$ cat config.mk
export PLATFORM = sky130hd
export DESIGN_NAME = regfile_wb_arbiter_flat
export DESIGN_NICKNAME = d
export VERILOG_FILES = /design/src/rtl/regfile_wb_pkg.sv /design/src/rtl/regfile_wb_arbiter_if.sv /design/src/rtl/regfile_wb_arbiter_wb_fifo.sv /design/src/rtl/regfile_wb_arbiter.sv /design/src/flat_wrapper.sv
export SDC_FILE = /design/constraint.sdc
export NUM_CORES = 1
export LEC_CHECK = 0
export ABC_AREA = 1
export BUFFER_PORTS_ARGS = -buffer_cell sky130_fd_sc_hd__buf_4
export CAP_MARGIN = 30
export CORE_UTILIZATION = 52
export CTS_CLUSTER_SIZE = 20
export DETAILED_ROUTE_END_ITERATION = 8
export GPL_ROUTABILITY_DRIVEN = 0
export PLACE_DENSITY = 0.77
export SLEW_MARGIN = 40
export SYNTH_ARGS = -nofsm -noshare
export SYNTH_HDL_FRONTEND = slang
export SYNTH_SLANG_ARGS = --single-unit
$ cat constraint.sdc
create_clock -name clk -period 2.2 [get_ports clk]
set_clock_uncertainty 0.05 [all_clocks]
set_input_delay 0.44 -clock clk [delete_from_list [all_inputs] [get_ports clk]]
set_output_delay 0.44 -clock clk [all_outputs]
set_load 0.01 [all_outputs]
$ cat src/rtl/regfile_wb_pkg.sv
// Shared types for the register-file writeback arbiter: entry layout, grant
// encoding and a helper that turns a destination into a pending-mask bit.
package regfile_wb_pkg;

    localparam int XLEN       = 32;
    localparam int REG_ADDR_W = 5;
    localparam int NUM_REGS   = 2 ** REG_ADDR_W;

    typedef struct packed {
        logic [REG_ADDR_W-1:0] dest;
        logic [XLEN-1:0]       data;
    } wb_entry_t;

    typedef enum logic [1:0] {
        WB_SRC_NONE = 2'd0,
        WB_SRC_ALU  = 2'd1,
        WB_SRC_MEM  = 2'd2
    } wb_src_e;

    function automatic logic [NUM_REGS-1:0] dest_onehot(input logic [REG_ADDR_W-1:0] d);
        logic [NUM_REGS-1:0] oh;
        oh    = '0;
        oh[d] = 1'b1;
        return oh;
    endfunction

endpackage

$ cat src/rtl/regfile_wb_arbiter_if.sv
// Writeback bus between the execute/memory stages, the arbiter and reg_file.
// Handshake: a source transfer happens on a rising edge where valid && ready;
// the source holds dest/data stable while valid is high and ready is low.
interface regfile_wb_arbiter_if;
    import regfile_wb_pkg::*;

    logic                  alu_valid;
    logic                  alu_ready;
    logic [REG_ADDR_W-1:0] alu_dest;
    logic [XLEN-1:0]       alu_data;
    logic                  mem_valid;
    logic                  mem_ready;
    logic [REG_ADDR_W-1:0] mem_dest;
    logic [XLEN-1:0]       mem_data;
    logic                  rf_reg_write;
    logic [REG_ADDR_W-1:0] rf_dest;
    logic [XLEN-1:0]       rf_write_data;
    logic [NUM_REGS-1:0]   pending_mask;

    modport master (
        output alu_valid, alu_dest, alu_data, mem_valid, mem_dest, mem_data,
        input  alu_ready, mem_ready, rf_reg_write, rf_dest, rf_write_data, pending_mask
    );

    modport slave (
        input  alu_valid, alu_dest, alu_data, mem_valid, mem_dest, mem_data,
        output alu_ready, mem_ready, rf_reg_write, rf_dest, rf_write_data, pending_mask
    );

endinterface

$ cat src/rtl/regfile_wb_arbiter_wb_fifo.sv
// Small synchronous FIFO of writeback entries; exposes per-slot valid/dest so
// the parent can build the pending-write mask without reading data.
module wb_fifo
    import regfile_wb_pkg::*;
#(
    parameter  int DEPTH = 2,
    localparam int PTR_W = $clog2(DEPTH),
    localparam int CNT_W = $clog2(DEPTH + 1)
) (
    input  logic                            clk,
    input  logic                            rst,
    input  logic                            push_i,
    input  wb_entry_t                       push_entry_i,
    input  logic                            pop_i,
    output logic [CNT_W-1:0]                count_o,
    output wb_entry_t                       head_o,
    output logic [DEPTH-1:0]                valid_o,
    output logic [DEPTH-1:0][REG_ADDR_W-1:0] dest_o
);

    wb_entry_t        slot_q [DEPTH];
    logic [PTR_W-1:0] rd_q, rd_d, wr_q, wr_d;
    logic [CNT_W-1:0] cnt_q, cnt_d;
    logic             do_push, do_pop;
    logic [PTR_W-1:0] offs;

    assign do_push = push_i && (cnt_q < CNT_W'(DEPTH));
    assign do_pop  = pop_i && (cnt_q != '0);

    always_comb begin
        rd_d  = rd_q;
        wr_d  = wr_q;
        cnt_d = cnt_q;
        if (do_push) wr_d = wr_q + 1'b1;
        if (do_pop)  rd_d = rd_q + 1'b1;
        case ({do_push, do_pop})
            2'b10:   cnt_d = cnt_q + 1'b1;
            2'b01:   cnt_d = cnt_q - 1'b1;
            default: cnt_d = cnt_q;
        endcase
    end

    always_ff @(posedge clk) begin
        if (rst) begin
            rd_q  <= '0;
            wr_q  <= '0;
            cnt_q <= '0;
            for (int i = 0; i < DEPTH; i++) slot_q[i] <= '0;
        end else begin
            rd_q  <= rd_d;
            wr_q  <= wr_d;
            cnt_q <= cnt_d;
            if (do_push) slot_q[wr_q] <= push_entry_i;
        end
    end

    // A slot is live when its distance from the read pointer is below the count.
    always_comb begin
        offs    = '0;
        valid_o = '0;
        dest_o  = '0;
        for (int i = 0; i < DEPTH; i++) begin
            offs       = PTR_W'(i) - rd_q;
            valid_o[i] = CNT_W'(offs) < cnt_q;
            dest_o[i]  = slot_q[i].dest;
        end
    end

    assign count_o = cnt_q;
    assign head_o  = slot_q[rd_q];

endmodule

$ cat src/rtl/regfile_wb_arbiter.sv
// Shares the single reg_file write port between the ALU and load writeback
// queues: mem-first priority, with the ALU forced through after STARVE_LIMIT losses.
module regfile_wb_arbiter
    import regfile_wb_pkg::*;
#(
    parameter int FIFO_DEPTH   = 2,
    parameter int STARVE_LIMIT = 3
) (
    input  logic                 clk,
    input  logic                 rst,
    regfile_wb_arbiter_if.slave  bus,
    output wb_src_e              dbg_grant_o
);

    localparam int CNT_W    = $clog2(FIFO_DEPTH + 1);
    localparam int STARVE_W = $clog2(STARVE_LIMIT + 1);

    logic [CNT_W-1:0]                       alu_count, mem_count;
    wb_entry_t                              alu_entry, mem_entry, alu_head, mem_head;
    logic [FIFO_DEPTH-1:0]                  alu_vld, mem_vld;
    logic [FIFO_DEPTH-1:0][REG_ADDR_W-1:0]  alu_dests, mem_dests;
    logic                                   alu_rdy, mem_rdy, alu_push, mem_push;
    logic                                   alu_has, mem_has;
    wb_src_e                                grant;
    logic [STARVE_W-1:0]                    starve_q, starve_d;
    logic                                   rf_we_q, rf_we_d;
    logic [REG_ADDR_W-1:0]                  rf_dest_q, rf_dest_d;
    logic [XLEN-1:0]                        rf_data_q, rf_data_d;
    logic [NUM_REGS-1:0]                    mask;

    assign alu_rdy = !rst && (alu_count < CNT_W'(FIFO_DEPTH));
    assign mem_rdy = !rst && (mem_count < CNT_W'(FIFO_DEPTH));

    // Writes to x0 complete the handshake but are dropped here.
    assign alu_push = bus.alu_valid && alu_rdy && (bus.alu_dest != '0);
    assign mem_push = bus.mem_valid && mem_rdy && (bus.mem_dest != '0);

    assign alu_entry.dest = bus.alu_dest;
    assign alu_entry.data = bus.alu_data;
    assign mem_entry.dest = bus.mem_dest;
    assign mem_entry.data = bus.mem_data;

    wb_fifo #(.DEPTH(FIFO_DEPTH)) u_alu_fifo (
        .clk          (clk),
        .rst          (rst),
        .push_i       (alu_push),
        .push_entry_i (alu_entry),
        .pop_i        (grant == WB_SRC_ALU),
        .count_o      (alu_count),
        .head_o       (alu_head),
        .valid_o      (alu_vld),
        .dest_o       (alu_dests)
    );

    wb_fifo #(.DEPTH(FIFO_DEPTH)) u_mem_fifo (
        .clk          (clk),
        .rst          (rst),
        .push_i       (mem_push),
        .push_entry_i (mem_entry),
        .pop_i        (grant == WB_SRC_MEM),
        .count_o      (mem_count),
        .head_o       (mem_head),
        .valid_o      (mem_vld),
        .dest_o       (mem_dests)
    );

    assign alu_has = alu_count != '0;
    assign mem_has = mem_count != '0;

    always_comb begin
        grant = WB_SRC_NONE;
        if (mem_has && alu_has)
            grant = (starve_q == STARVE_W'(STARVE_LIMIT)) ? WB_SRC_ALU : WB_SRC_MEM;
        else if (mem_has)
            grant = WB_SRC_MEM;
        else if (alu_has)
            grant = WB_SRC_ALU;
    end

    // Counts only losses with an ALU entry waiting; any ALU win or empty queue clears it.
    always_comb begin
        starve_d = '0;
        if (grant == WB_SRC_MEM && alu_has)
            starve_d = (starve_q == STARVE_W'(STARVE_LIMIT)) ? starve_q : starve_q + 1'b1;
    end

    always_comb begin
        rf_we_d   = 1'b0;
        rf_dest_d = '0;
        rf_data_d = '0;
        case (grant)
            WB_SRC_ALU: begin
                rf_we_d   = 1'b1;
                rf_dest_d = alu_head.dest;
                rf_data_d = alu_head.data;
            end
            WB_SRC_MEM: begin
                rf_we_d   = 1'b1;
                rf_dest_d = mem_head.dest;
                rf_data_d = mem_head.data;
            end
            default: ;
        endcase
    end

    always_ff @(posedge clk) begin
        if (rst) begin
            starve_q  <= '0;
            rf_we_q   <= 1'b0;
            rf_dest_q <= '0;
            rf_data_q <= '0;
        end else begin
            starve_q  <= starve_d;
            rf_we_q   <= rf_we_d;
            rf_dest_q <= rf_dest_d;
            rf_data_q <= rf_data_d;
        end
    end

    always_comb begin
        mask = '0;
        for (int i = 0; i < FIFO_DEPTH; i++) begin
            if (alu_vld[i]) mask = mask | dest_onehot(alu_dests[i]);
            if (mem_vld[i]) mask = mask | dest_onehot(mem_dests[i]);
        end
        if (rf_we_q) mask = mask | dest_onehot(rf_dest_q);
        mask[0] = 1'b0;
    end

    assign bus.alu_ready     = alu_rdy;
    assign bus.mem_ready     = mem_rdy;
    assign bus.rf_reg_write  = rf_we_q;
    assign bus.rf_dest       = rf_dest_q;
    assign bus.rf_write_data = rf_data_q;
    assign bus.pending_mask  = mask;
    assign dbg_grant_o       = grant;

endmodule

$ cat src/flat_wrapper.sv
// flat-port wrapper written by rule: the top's interface ports become plain ports
module regfile_wb_arbiter_flat import regfile_wb_pkg::*;
#(
    parameter int FIFO_DEPTH   = 2,
    parameter int STARVE_LIMIT = 3
)
  (clk, rst, dbg_grant_o, bus_alu_valid, bus_alu_dest, bus_alu_data, bus_mem_valid, bus_mem_dest, bus_mem_data, bus_alu_ready, bus_mem_ready, bus_rf_reg_write, bus_rf_dest, bus_rf_write_data, bus_pending_mask);
  regfile_wb_arbiter_if bus_i ();
  input  logic clk;
  input  logic rst;
  output wb_src_e dbg_grant_o;
  input wire logic [$bits(bus_i.alu_valid)-1:0] bus_alu_valid;
  input wire logic [$bits(bus_i.alu_dest)-1:0] bus_alu_dest;
  input wire logic [$bits(bus_i.alu_data)-1:0] bus_alu_data;
  input wire logic [$bits(bus_i.mem_valid)-1:0] bus_mem_valid;
  input wire logic [$bits(bus_i.mem_dest)-1:0] bus_mem_dest;
  input wire logic [$bits(bus_i.mem_data)-1:0] bus_mem_data;
  output wire logic [$bits(bus_i.alu_ready)-1:0] bus_alu_ready;
  output wire logic [$bits(bus_i.mem_ready)-1:0] bus_mem_ready;
  output wire logic [$bits(bus_i.rf_reg_write)-1:0] bus_rf_reg_write;
  output wire logic [$bits(bus_i.rf_dest)-1:0] bus_rf_dest;
  output wire logic [$bits(bus_i.rf_write_data)-1:0] bus_rf_write_data;
  output wire logic [$bits(bus_i.pending_mask)-1:0] bus_pending_mask;
  assign bus_i.alu_valid = bus_alu_valid;
  assign bus_i.alu_dest = bus_alu_dest;
  assign bus_i.alu_data = bus_alu_data;
  assign bus_i.mem_valid = bus_mem_valid;
  assign bus_i.mem_dest = bus_mem_dest;
  assign bus_i.mem_data = bus_mem_data;
  assign bus_alu_ready = bus_i.alu_ready;
  assign bus_mem_ready = bus_i.mem_ready;
  assign bus_rf_reg_write = bus_i.rf_reg_write;
  assign bus_rf_dest = bus_i.rf_dest;
  assign bus_rf_write_data = bus_i.rf_write_data;
  assign bus_pending_mask = bus_i.pending_mask;
  regfile_wb_arbiter #(.FIFO_DEPTH(FIFO_DEPTH), .STARVE_LIMIT(STARVE_LIMIT)) u_core (.clk(clk), .rst(rst), .bus(bus_i), .dbg_grant_o(dbg_grant_o));
endmodule
==> qor.csv <==
stage,metric,value,unit
sta,final-setup-viol-count,30,
die,initial_core_util,53.89,%
layout,drive_gt1_share,27.39,%
sta,rsz0062_at_grt,true,
sta,worst_hold_slack,0.2646,ns
route,vias,9440,
critical_path,cp-end-kind,output pin,
pwr,p_leak,0.005937,uW
die,dieArea,0.02021,mm^2
route,wirelength,29400,um
grt,grt_pass1_vias,8508,
place,hpwl,19930,um
yosys,synth.ff_latch_count,198,
yosys,syn-num-nets,1383,
clock_tree,cts.sinks,198,
grt,antenna_found_initial,0,
route,drt_iter0_markers,1051,
die,ios,152,
yosys,synth.mux.area_fraction,0,%
pwr,comb_power_share,31.7,%
pwr,clock_power_share,26.4,%
yosys,yosysWarnings,0,
grt,overflow,0,
die,die_x,142.2,um
pwr,power.switching,4176,uW
grt,grtUsageTotal,28.17,%
critical_path,cp_max_fo,7,
critical_path,crit_arrival,1.85,ns
route,wl_per_cell,16.66,um
place,port_buffers,150,
die,placementRows,50,
yosys,synth_compound_area_share,7.140,%
critical_path,crit_type,reg -> out,
clock_tree,clk_pin_slew_worst_paths,0.07,ns
die,fp.dieH,142.2,um
critical_path,start_kind,flop,
yosys,postSynthAreaPerCell,7.846,um^2
yosys,ys_types,29,
min_path,hold_path.class,in -> reg,
route,postRouteAntennaNets,0,
clock_tree,clockBufferDepth,2,
yosys,synthesis.area,0.01022,mm^2
clock_tree,worstSkewPairLatency,0.43,ns
critical_path,r2r-start,u_core.starve_q[0],
yosys,synth-main-ff-cell,edfxtp_1,
yosys,synth_top_family_by_area,simple AND/OR/NAND/NOR gates,
run,drv_cap,0,
critical_path,startpoint,u_core.u_alu_fifo.slot_q[1][35],
min_path,min-delay-start,bus_mem_data[12],
grt,grt_pass1_wl,42780,um
sta,final-hold-violation-count,0,
sta,fin_crit_sh,106.4,%
yosys,synth-adder-area-share,0.3674,%
layout,nets,1573,
grt,grt_max_degree,63,
sta,finalSetupTns,-1.897,ns
yosys,yosysSeqAreaShare,53.30,%
pwr,p_seq_share,41.9,%
sta,setup_ws,-0.1416,ns
die,core_area,0.01896,mm^2
layout,final_common_cell,nor2_1,
sta,max_freq,427.1,MHz
route,viasPerCell,5.351,
yosys,synth_edf_count,148,
pwr,p_int,8016,uW
clock_tree,cts_tree,yes,
clock_tree,cts_max_level,4,
sta,period_needed,2.342,ns
layout,area_growth,29.32,%
yosys,yosys.area_share.xor_xnor,0.1715,%
route,drc,0,
pwr,switching_share,34.25,%
place,pre_cts_ws,0.2262,ns
clock_tree,clockRootBuffer,clkbuf_16,
status,status,"finished, violations left",
status,violations,setup timing,
clock_tree,cts_buffers,17,
yosys,yosys.area_share.simple,27.79,%
sta,finalMaxSlewViolations,0,
layout,diodes,0,
clock_tree,cts_hold_buf,0,
layout,layout_common_cells,"nor2_1 (283), nand2_1 (224), buf_4 (194), inv_1 (187), edfxtp_1 (148)",
yosys,synth_cells,1302,
pwr,powerDensity,922.8,mW/mm^2
pwr,max-vdd-ir-drop,0.7672,mV
critical_path,crit_required,1.71,ns
route,first_pass_iters,7,
yosys,synth-async-reset-ratio,0,%
## flip-flops by register name, indices dropped and copies added, names as in the netlist, named ones only
name	cells
u_core.u_mem_fifo.wr_q	1
u_core.u_alu_fifo.wr_q	1
u_core.u_alu_fifo.slot_q	74
u_core.u_mem_fifo.slot_q	74
u_core.u_mem_fifo.rd_q	1
u_core.u_alu_fifo.count_o	2
u_core.bus.rf_dest	5
u_core.bus.rf_reg_write	1
u_core.starve_q	2
u_core.u_mem_fifo.count_o	2
u_core.bus.rf_write_data	32
u_core.u_alu_fifo.rd_q	1
## area by class of cell
class,instances,area [um^2]
Fill cell,1468,5744
Inverter,206,778.2
Sequential cell,198,5461
Timing Repair Buffer,222,1853
Clock buffer,18,429.2
Tap cell,260,325.3
Multi-Input combinational cell,847,4185
Clock inverter,13,178.9
## power by group through the flow
stage                     combinational [uW]  clock (uW)  sequential (uW)
after global placement                  3170           0             5090
after global routing                    4190        3390             5150
final                                   3860        3220             5100
after CTS                               3410        3240             5050
after floorplan                         2000           0             5050
after detailed placement                3230           0             5110
## path summary, 6_finish.rpt
path | end | slack, ns | cells after the start
max reg2reg | u_core.u_alu_fifo.count_o[1] | 0.34 | 9
max | bus_pending_mask[3] | -0.14 | 8
min | u_core.u_mem_fifo.slot_q[0][12] | 0.26 | 3
min reg2reg | u_core.starve_q[0] | 0.38 | 1
## cells in the mapped netlist (4+ instances only)
cell      count  area [um^2]
a21oi_1      54        270.3
buf_2        19        95.09
buf_6        18        202.7
clkbuf_1     11        41.29
dfxtp_1      50         1001
edfxtp_1    148         4444
inv_1       204        765.7
nand2_1     253        949.7
nand3_1      87        435.4
nand3_2       4        40.04
nand4_1      11        68.82
nor2_1      328         1231
nor3_1        8        40.04
o21ai_0      82        410.4
## per-layer routing
layer / GRT usage (%) / share of wire, % / vias to the layer above
li1: - / - / 4481
met1: 31.70 / 36 / 4319
met2: 50.18 / 50 / 516
met3: 6.393 / 8.8 / 124
met4: 13.87 / 5.2 / 0
met5: 0 / 0 / -
## kinds of logic after synthesis
kind of cell             count (synthesis)
AND/OR/NAND/NOR                        698
buffers and inverters                  259
flip-flops                             198
AO/OA/AOI/OAI                          141
adder cells (fa/ha/maj)                  3
XOR/XNOR                                 2
other                                    1
## stage by stage
step / util [%] / instances / total power [uW] / instance area [um^2]
4_1_cts: 66.05 / 1730 / 11700 / 12520
3_5_place_dp: 61.35 / 1684 / 8342 / 11630
6_report: 69.70 / 1764 / 12190 / 13210
5_1_grt: 69.70 / 1764 / 12730 / 13210
2_1_floorplan: - / 1302 / 7043 / 10230
3_3_place_gp: 61.35 / 1684 / 8267 / 11630
## worst max-delay path: stages (launching register included)
cell and delay (ns):
edfxtp_1 0.54, inv_2 0.19, nand3_2 0.14, inv_1 0.11
nand2_1 0.08, nand2_1 0.13, nor2_1 0.06, nand2_1 0.06
buf_4 0.11
## what timing repair did
item                                    CTS  global route
endpoints found under the setup margin   31            31
resized for setup                        64           132
pin swaps                                 7            41
gates cloned                              0             3
buffers inserted                         15            31
Power figures use the tool's default switching activity.
